### src/rtl/jpeg_pkg.sv
// Shared JPEG entropy-path definitions: zigzag table, FSM state codes and the
// symbol-kind encoding reused by the downstream Huffman stage.
package jpeg_pkg;

    localparam int COEF_W_DEF = 8;
    localparam int RUN_W_DEF  = 4;
    localparam int NUM_COEF   = 64;

    typedef logic [2:0] state_t;

    localparam state_t ST_IDLE = 3'd0;
    localparam state_t ST_DC   = 3'd1;
    localparam state_t ST_SCAN = 3'd2;
    localparam state_t ST_ZRL  = 3'd3;
    localparam state_t ST_AC   = 3'd4;
    localparam state_t ST_EOB  = 3'd5;
    localparam state_t ST_DONE = 3'd6;

    typedef enum logic [1:0] {
        SYM_DC  = 2'd0,
        SYM_AC  = 2'd1,
        SYM_ZRL = 2'd2,
        SYM_EOB = 2'd3
    } sym_kind_e;

    // Raster index of the coefficient at each zigzag position.
    localparam logic [5:0] ZIGZAG [NUM_COEF] = '{
        6'd0,  6'd1,  6'd8,  6'd16, 6'd9,  6'd2,  6'd3,  6'd10,
        6'd17, 6'd24, 6'd32, 6'd25, 6'd18, 6'd11, 6'd4,  6'd5,
        6'd12, 6'd19, 6'd26, 6'd33, 6'd40, 6'd48, 6'd41, 6'd34,
        6'd27, 6'd20, 6'd13, 6'd6,  6'd7,  6'd14, 6'd21, 6'd28,
        6'd35, 6'd42, 6'd49, 6'd56, 6'd57, 6'd50, 6'd43, 6'd36,
        6'd29, 6'd22, 6'd15, 6'd23, 6'd30, 6'd37, 6'd44, 6'd51,
        6'd58, 6'd59, 6'd52, 6'd45, 6'd38, 6'd31, 6'd39, 6'd46,
        6'd53, 6'd60, 6'd61, 6'd54, 6'd47, 6'd55, 6'd62, 6'd63
    };

endpackage

### src/rtl/zigzag_coef_buffer.sv
// Holds one latched 8x8 coefficient block and reads it back in zigzag order.
module zigzag_coef_buffer
    import jpeg_pkg::*;
#(
    parameter int COEF_W = COEF_W_DEF
) (
    input  logic                       clk,
    input  logic                       rst_n,
    input  logic                       load,
    input  logic [COEF_W*NUM_COEF-1:0] coeffs,
    input  logic [5:0]                 idx,
    output logic signed [COEF_W-1:0]   coef
);

    logic signed [COEF_W-1:0] mem [NUM_COEF];

    always_ff @(posedge clk or negedge rst_n) begin
        if (!rst_n) begin
            for (int k = 0; k < NUM_COEF; k++) mem[k] <= '0;
        end else if (load) begin
            for (int k = 0; k < NUM_COEF; k++) mem[k] <= coeffs[COEF_W*k +: COEF_W];
        end
    end

    assign coef = mem[ZIGZAG[idx]];

endmodule

### src/rtl/zigzag_rle_encoder.sv
// Zigzag run-length encoder: turns a quantized 8x8 block into DC / AC / ZRL /
// EOB symbols over a valid/ready stream with fully registered output fields.
module zigzag_rle_encoder
    import jpeg_pkg::*;
#(
    parameter int COEF_W = COEF_W_DEF,
    parameter int RUN_W  = RUN_W_DEF
) (
    input  logic                       clk,
    input  logic                       rst_n,
    input  logic                       start,
    input  logic [COEF_W*NUM_COEF-1:0] coeffs,
    output logic                       busy,
    output logic                       start_err,
    output logic                       out_valid,
    input  logic                       out_ready,
    output logic [RUN_W-1:0]           out_run,
    output logic signed [COEF_W-1:0]   out_value,
    output logic                       out_is_dc,
    output logic                       out_zrl,
    output logic                       out_eob,
    output logic                       block_done
);

    localparam logic [5:0] ZRL_STEP = 6'(1 << RUN_W);

    state_t                   state, state_n;
    logic [5:0]               idx, idx_n;
    logic [5:0]               zrun, zrun_n;
    logic signed [COEF_W-1:0] ac_val, ac_val_n;
    logic signed [COEF_W-1:0] coef_zz;
    logic                     load;
    logic                     transfer;

    sym_kind_e                kind_n;
    logic                     valid_n;
    logic [RUN_W-1:0]         run_n;
    logic signed [COEF_W-1:0] value_n;

    assign load     = start && (state == ST_IDLE);
    assign transfer = out_valid && out_ready;

    zigzag_coef_buffer #(.COEF_W(COEF_W)) u_buf (
        .clk    (clk),
        .rst_n  (rst_n),
        .load   (load),
        .coeffs (coeffs),
        .idx    (idx),
        .coef   (coef_zz)
    );

    always_comb begin
        state_n  = state;
        idx_n    = idx;
        zrun_n   = zrun;
        ac_val_n = ac_val;
        case (state)
            ST_IDLE: begin
                if (start) begin
                    state_n = ST_DC;
                    idx_n   = '0;
                    zrun_n  = '0;
                end
            end
            ST_DC: begin
                if (transfer) begin
                    idx_n   = 6'd1;
                    zrun_n  = '0;
                    state_n = ST_SCAN;
                end
            end
            ST_SCAN: begin
                if (coef_zz == '0) begin
                    if (idx != 6'd63) begin
                        zrun_n = zrun + 6'd1;
                        idx_n  = idx + 6'd1;
                    end else begin
                        state_n = ST_EOB;
                    end
                end else begin
                    ac_val_n = coef_zz;
                    state_n  = (zrun >= ZRL_STEP) ? ST_ZRL : ST_AC;
                end
            end
            ST_ZRL: begin
                if (transfer) begin
                    zrun_n = zrun - ZRL_STEP;
                    if (zrun_n < ZRL_STEP) state_n = ST_AC;
                end
            end
            ST_AC: begin
                if (transfer) begin
                    zrun_n = '0;
                    if (idx == 6'd63) begin
                        state_n = ST_DONE;
                    end else begin
                        idx_n   = idx + 6'd1;
                        state_n = ST_SCAN;
                    end
                end
            end
            ST_EOB: begin
                if (transfer) state_n = ST_DONE;
            end
            ST_DONE: state_n = ST_IDLE;
            default: state_n = ST_IDLE;
        endcase
    end

    // Output fields are computed from the next state so they can be registered;
    // an unchanged state with no transfer reproduces the same fields.
    always_comb begin
        valid_n = 1'b0;
        kind_n  = SYM_AC;
        run_n   = '0;
        value_n = '0;
        case (state_n)
            ST_DC: begin
                valid_n = 1'b1;
                kind_n  = SYM_DC;
                value_n = (state == ST_IDLE) ? coeffs[COEF_W-1:0] : out_value;
            end
            ST_ZRL: begin
                valid_n = 1'b1;
                kind_n  = SYM_ZRL;
                run_n   = '1;
            end
            ST_AC: begin
                valid_n = 1'b1;
                kind_n  = SYM_AC;
                run_n   = zrun_n[RUN_W-1:0];
                value_n = ac_val_n;
            end
            ST_EOB: begin
                valid_n = 1'b1;
                kind_n  = SYM_EOB;
            end
            default: ;
        endcase
    end

    always_ff @(posedge clk or negedge rst_n) begin
        if (!rst_n) begin
            state      <= ST_IDLE;
            idx        <= '0;
            zrun       <= '0;
            ac_val     <= '0;
            busy       <= 1'b0;
            start_err  <= 1'b0;
            out_valid  <= 1'b0;
            out_run    <= '0;
            out_value  <= '0;
            out_is_dc  <= 1'b0;
            out_zrl    <= 1'b0;
            out_eob    <= 1'b0;
            block_done <= 1'b0;
        end else begin
            state      <= state_n;
            idx        <= idx_n;
            zrun       <= zrun_n;
            ac_val     <= ac_val_n;
            busy       <= (state_n != ST_IDLE);
            start_err  <= start && (state != ST_IDLE);
            out_valid  <= valid_n;
            out_run    <= run_n;
            out_value  <= value_n;
            out_is_dc  <= valid_n && (kind_n == SYM_DC);
            out_zrl    <= valid_n && (kind_n == SYM_ZRL);
            out_eob    <= valid_n && (kind_n == SYM_EOB);
            block_done <= (state_n == ST_DONE);
        end
    end

endmodule
### config.mk
export PLATFORM = sky130hd
export DESIGN_NAME = zigzag_rle_encoder
export DESIGN_NICKNAME = d
export VERILOG_FILES = /design/src/rtl/jpeg_pkg.sv /design/src/rtl/zigzag_coef_buffer.sv /design/src/rtl/zigzag_rle_encoder.sv
export SDC_FILE = /design/constraint.sdc
export NUM_CORES = 2
export LEC_CHECK = 0
export CAP_MARGIN = 5
export CORE_ASPECT_RATIO = 1.1
export CORE_UTILIZATION = 30
export DETAILED_ROUTE_END_ITERATION = 8
export DONT_BUFFER_PORTS = 1
export GPL_ROUTABILITY_DRIVEN = 0
export GPL_TIMING_DRIVEN = 0
export PLACE_DENSITY_LB_ADDON = 0.3
export SLEW_MARGIN = 20
export SYNTH_ARGS = -nofsm -noshare
export SYNTH_HDL_FRONTEND = slang
export SYNTH_SLANG_ARGS = --single-unit
### constraint.sdc
create_clock -name clk -period 5.6 [get_ports clk]
set_clock_uncertainty 0.05 [all_clocks]
set_input_delay 1.4 -clock clk [delete_from_list [all_inputs] [get_ports clk]]
set_output_delay 1.4 -clock clk [all_outputs]
set_load 0.03 [all_outputs]
# After elaboration in Yosys (flattened, before gate mapping)
# Memories as Yosys holds them, arrays and structs flattened.
# Cells that the tools add are included.
# word_totals
regBits	554
inputBits	516
mem_count	1
output_inout_bits	19
rom_bits	384
# memory_table
memory	depth	word_bits	read_ports	rd_ports_with_merged_regs	wr	line	source
(name not given)	64	6	1	0	0	zigzag_coef_buffer.sv:25	assign coef = mem[ZIGZAG[idx]];
# classes
muxes	36
reduce_logical	17
bitwise_logic	2
n_eq_ne	23
order_cmp	4
addsub	3
# op_table
operator	count
6-bit two-way mux	13
8-bit binary-select mux with 6-bit select	1
6-bit one-hot mux with 4 select lines	2
8-bit two-way mux	5
3-bit two-way mux	10
3-bit one-hot mux with 6 select lines	1
2-bit != test (second input constant)	8
8-bit one-hot mux with 2 select lines	1
3-bit == test (second input constant)	5
7-bit >= comparator (second input constant)	2
6-bit inverter with 7-bit output	2
6-bit by 1-bit adder with 6-bit output (second input constant)	2
3-bit by 2-bit == test with 1-bit output (second input constant)	3
8-bit logical NOT	1
4-bit one-hot mux with 2 select lines	1
4-bit nonzero test	2
7-bit AND reduction	1
3-bit by 1-bit == test with 1-bit output (second input constant)	2
6-bit == test (second input constant)	1
6-bit by 5-bit >= comparator with 1-bit output (second input constant)	1
1-bit logical AND	6
6-bit by 5-bit < comparator with 1-bit output (second input constant)	1
6-bit != test (second input constant)	1
2-bit one-hot mux with 3 select lines	1
other kinds (10)	12

# Logic depth before layout (Yosys ltp)
# logic_depth
ltp_word	15
depth_mapped	22
mapped_depth_nobuf	16

# By module
# Synthesis repeated with hierarchy kept, for this count alone.
# hier_totals
cells_unflattened	2054
hier_area_um2	26421.6
# by_module_without_submodules
module	cells_per_inst	area_each_um2	seq_area_each_um2	instances
zigzag_coef_buffer	1846	24337.1	12812.3	1
zigzag_rle_encoder	208	2084.5	1051.0	1

# Worst setup path after synthesis
# No wires, ideal clock.
# synth_path
path_type	reg-to-reg
start	register idx[0]
end	register idx[5]
path_buffers	3
slack_ps	724
arrival_ps	4731
path_stages_with_launch	19
path_cell_list	dfrtp_1 -> buf_4 -> inv_1 -> ha_1 -> clkbuf_1 -> mux2i_1 -> o22ai_1 -> o31a_2 -> nor2_8 -> buf_4 -> mux4_2 -> a22o_1 -> a2111o_1 -> a211oi_2 -> o2111ai_1 -> nor3_4 -> o21ai_2 -> or3_1 -> o31ai_1
# synth_via
elab_chain_cells	11
elab_cells_between_ends	21
cone_classes	1 x add/sub; 5 x eq/ne; 10 x mux; 2 x bitwise; 2 x reduce/logical; 1 x memory
# synth_lines
element	line	source
from (decl)	zigzag_rle_encoder.sv:28	logic [5:0] idx, idx_n;
from (signal assigned)	zigzag_rle_encoder.sv:159	idx <= idx_n;
6-bit inverter with 7-bit output (implied by the code)	zigzag_coef_buffer.sv:25	
memory read 64 x 6 bit	-	
6-bit two-way mux (implied by the code) (2 in series)	zigzag_coef_buffer.sv:25	
6-bit inverter with 7-bit output (implied by the code)	zigzag_coef_buffer.sv:25	
8-bit binary-select mux with 6-bit select	zigzag_coef_buffer.sv:25	
8-bit two-way mux (implied by the code) (2 in series)	zigzag_coef_buffer.sv:25	
8-bit logical NOT	zigzag_rle_encoder.sv:73	if (coef_zz == '0) begin
2-bit != test (no source line)	-	
7-bit AND reduction (no source line)	-	
# Several ways; a longest one is shown, not always the timed one. The select of a mux whose other input is x is not followed.
# A chain may end at the register's enable or synchronous reset.

# Worst setup path after layout
# Ends and elaborated chain as after synthesis.

==> out/results.tsv <==
stage	metric	value	unit
outcome	status	complete, no violations	
route	Routed WL per cell	35.40	um
timing	unrepaired setup endpoints after global routing	true	
route	drt via density	5.606	
yosys	multiplexer share of the synthesized area	31.46	%
timing	Slew @ Worst Pin	1163	ps
clock_network	clock buffer depth	3	
worst_hold_path	HP Class	primary input to async pin	
floorplan	Starting Density	30.37	%
cells_and_area	share of cells above drive strength 1	41.66	%
setup_path	CP Class	flop to flop	
route	Detail Route Antenna Nets	0	
setup_path	Max FO, Critical Path	10	
route	DRC	0	
timing	Hold WS	445.2	ps
cells_and_area	nets@finish	2545	
setup_path	crit path capture type	flop	
yosys	syn avg cell area	13.72	um2
timing	worst rel slew slack	22.21	%
yosys	Syn Inst Count	1915	
yosys	post-synthesis net count	2449	
yosys	FF+latch count, synth	554	
pwr	Gate power share	39.6	%
pwr	sw frac	35.77	%
global_route	Remaining Overflow, GRT	0	
timing	endpoints failing setup	0	
timing	Final Hold Fails	0	
timing	period utilisation layout	97.59	%
placement	hpwl dp	84.50	mm
route	vias	18230	
route	DRT iter0 DRCs	1399	
yosys	complex-gate fraction of the synthesized area	7.457	%
clock_network	Worst-Skew Late Latency	620	ps
timing	count of pins over their slew limit	0	
timing	final setup margin	134.8	ps
job	max cap viols	0	
pwr	Switch Pwr	6.940	mW
clock_network	TritonCTS buffer count	67	
global_route	largest net degree at the start of global routing	555	
setup_path	internal reg-to-reg setup slack	130	ps
setup_path	required time worst endpoint	6060	ps
setup_path	FF-to-FF path depth	19	
setup_path	FF-to-FF Start	idx[0]	
yosys	top area cells in the synthesized netlist	dfrtp_1, mux2_2, mux4_2	
placement	Post-Place Worst Slack	-2414	ps
yosys	part of the Yosys area used for sequential elements	52.76	%
yosys	Post-Synth Simple-Gate Area	4.686	%
timing	Min Clock Period, post-route	5465	ps
pwr	PwrDens	627.9	mW/mm2
route	DRT Wirelength	115.1	mm
setup_path	Arr. time, crit path	5920	ps
floorplan	total core area	0.08653	mm2
clock_network	CTS root buf	clkbuf_16	
yosys	EDFF count, synth	0	
yosys	synth warn	0	
clock_network	clock slew at reported path FFs	60	ps
yosys	area leader, netlist	dfrtp_1	
pwr	Seq pwr share	37.4	%
yosys	ys async rst share	100.0	%
yosys	Adder-Cell Fraction of Synth Area	0.8571	%
setup_path	crit start category	flop	
clock_network	# H-tree levels	3	
global_route	GRT Resource Usage Total	25.55	%
placement	port buffer count	0	
pwr	overall power after layout	19.40	mW
pwr	Peak VDD IR	0.2775	mV
clock_network	CTS tree	done	
cells_and_area	area delta synth->final	17.60	%
timing	Fmax	183.0	MHz
floorplan	die area	0.08877	mm2
yosys	Post-Synth XOR/XNOR Area	0.03333	%
pwr	Clk pwr share	23.0	%
route	1st-pass router iterations	5	
floorplan	Die X-Extent	284.2	um
pwr	static leakage	12.12	nW
pwr	internal power component	12.46	mW
floorplan	Core Rows	113	
yosys	Post-synth top flop	dfrtp_1	
yosys	largest family of logic cells by synthesized area	multiplexers	
global_route	initial antenna violation count	77	
placement	dpl cells	3066	
clock_network	CTS Sinks	554	
global_route	first-pass GRT wire length	156.8	mm
yosys	library cells used by synthesis	86	
yosys	Mapped Area	0.02628	mm2
global_route	number of global-route vias before repair	19250	
floorplan	Die H	312.4	um
setup_path	reg2reg end	idx[5]	
yosys	Synth top area share	52.76	%
floorplan	I/O pins	535	
cells_and_area	Non-Filler Instances	3251	
## registers in the layout, summed over array words and instances, names as in the netlist, 3 cells and up
register / cells
out_value: 8
idx: 6
state: 3
zrun: 6
ac_val: 8
out_run: 4
u_buf.mem: 512
## cell usage after synthesis (all sizes together), types with 7 or more instances
master / number
a2111oi: 10
a211oi: 14
a21boi: 11
a21o: 11
a21oi: 40
a22o: 17
a22oi: 13
buf: 49
clkbuf: 82
dfrtp: 554
ha: 18
inv: 18
mux2: 527
mux2i: 85
mux4: 65
nand2: 80
nand2b: 13
nand3: 57
nand4: 7
nor2: 25
nor2b: 9
nor3: 13
o21ai: 60
o221ai: 8
o22ai: 28
o31a: 7
## how the worst max path moves through the flow
stage,slack [ps],endpoint,from
3_3_place_gp,-2950,out_run[1],idx[0]
3_5_place_dp,-2410,idx[5],idx[0]
2_1_floorplan,720,idx[5],idx[0]
4_1_cts,10,out_run[2],idx[0]
5_1_grt,-4,zrun[5],idx[0]
6_report,130,idx[5],idx[0]
## critical path, stage by stage, from the launching register on
cell        delay [ps]
dfrtp_2            360
buf_4              200
clkinvlp_4         190
ha_4               320
mux2i_1            150
o22ai_1             80
o31a_2             440
nor2_8             190
buf_12             150
buf_12             200
mux4_2             600
and2_1             200
o41a_1             560
a211oi_4           340
o2111ai_2          220
nor3_4             200
buf_12             150
o21ai_4            100
or3_1              400
o31ai_1            220
## power by group through the flow
stage                     Clock, mW  Sequential (mW)  Combinational (mW)
after floorplan                   0             6.82                4.99
after global placement            0             7.18                7.07
after detailed placement          0             7.31                7.20
after CTS                      4.56             7.24                7.59
after global routing           4.70             7.48                8.11
final                          4.46             7.27                7.68
## area by class of cell
cell class                      instances  area, um2
Timing Repair Buffer                   30      295.3
Antenna cell                           39      97.59
Sequential cell                       554      13870
Clock inverter                         24      215.2
Fill cell                            8372      55630
Tap cell                             1150       1439
Buffer                                128      850.8
Multi-Input combinational cell       1212      12050
Inverter                               18      71.32
Clock buffer                           96       2021
## stage by stage
| stage | cell area [um2] | TNS [ps] | utilization, % |
|---|---|---|---|
| final | 30900 | 0 | 35.71 |
| after global routing | 30870 | -5.013 | 35.67 |
| after CTS | 30610 | 0 | 35.38 |
| after detailed placement | 27770 | -80500 | 32.10 |
| after global placement | 27710 | -102420 | 32.03 |
| after floorplan | 26280 | 0 | - |
## layer usage
layer,part of all wire [%],vias up,wire length [um],global-route usage [%]
met4,5.2,60,6017,12.77
met2,48,872,55290,42.17
met5,0.34,-,397,0
met1,39,9553,44330,30.34
li1,-,7428,-,-
met3,7.9,312,9069,7.365
## timing repair
item / CTS / global route
gates resized for setup: 103 / 30
pin swaps: 13 / 8
setup buffers: 25 / 4
setup endpoints to repair: 38 / 30
hold buffers: 0 / 0
endpoints found under the hold margin: 0 / 0
## placed cells by master, fill, tap and decap left out, drive strengths merged, types with 14 or more instances in the layout
cell type    n
dfrtp      554
mux2       527
clkbuf     175
mux2i       85
nand2       80
buf         78
mux4        65
o21ai       60
nand3       57
a21oi       40
diode       39
o22ai       28
nor2        25
inv         24
ha          18
a22o        17
a211oi      14
## kinds of logic (layout without fill, tap and decap cells)
family	count (synthesis)	in the layout
AND/OR/NAND/NOR	239	239
buffers and inverters	149	296
AO/OA/AOI/OAI	277	277
multiplexers	677	677
flip-flops	554	554
adder cells (fa/ha/maj)	18	18
XOR/XNOR	1	1
other	0	39
Note: power is estimated with default switching activity, not from simulation.
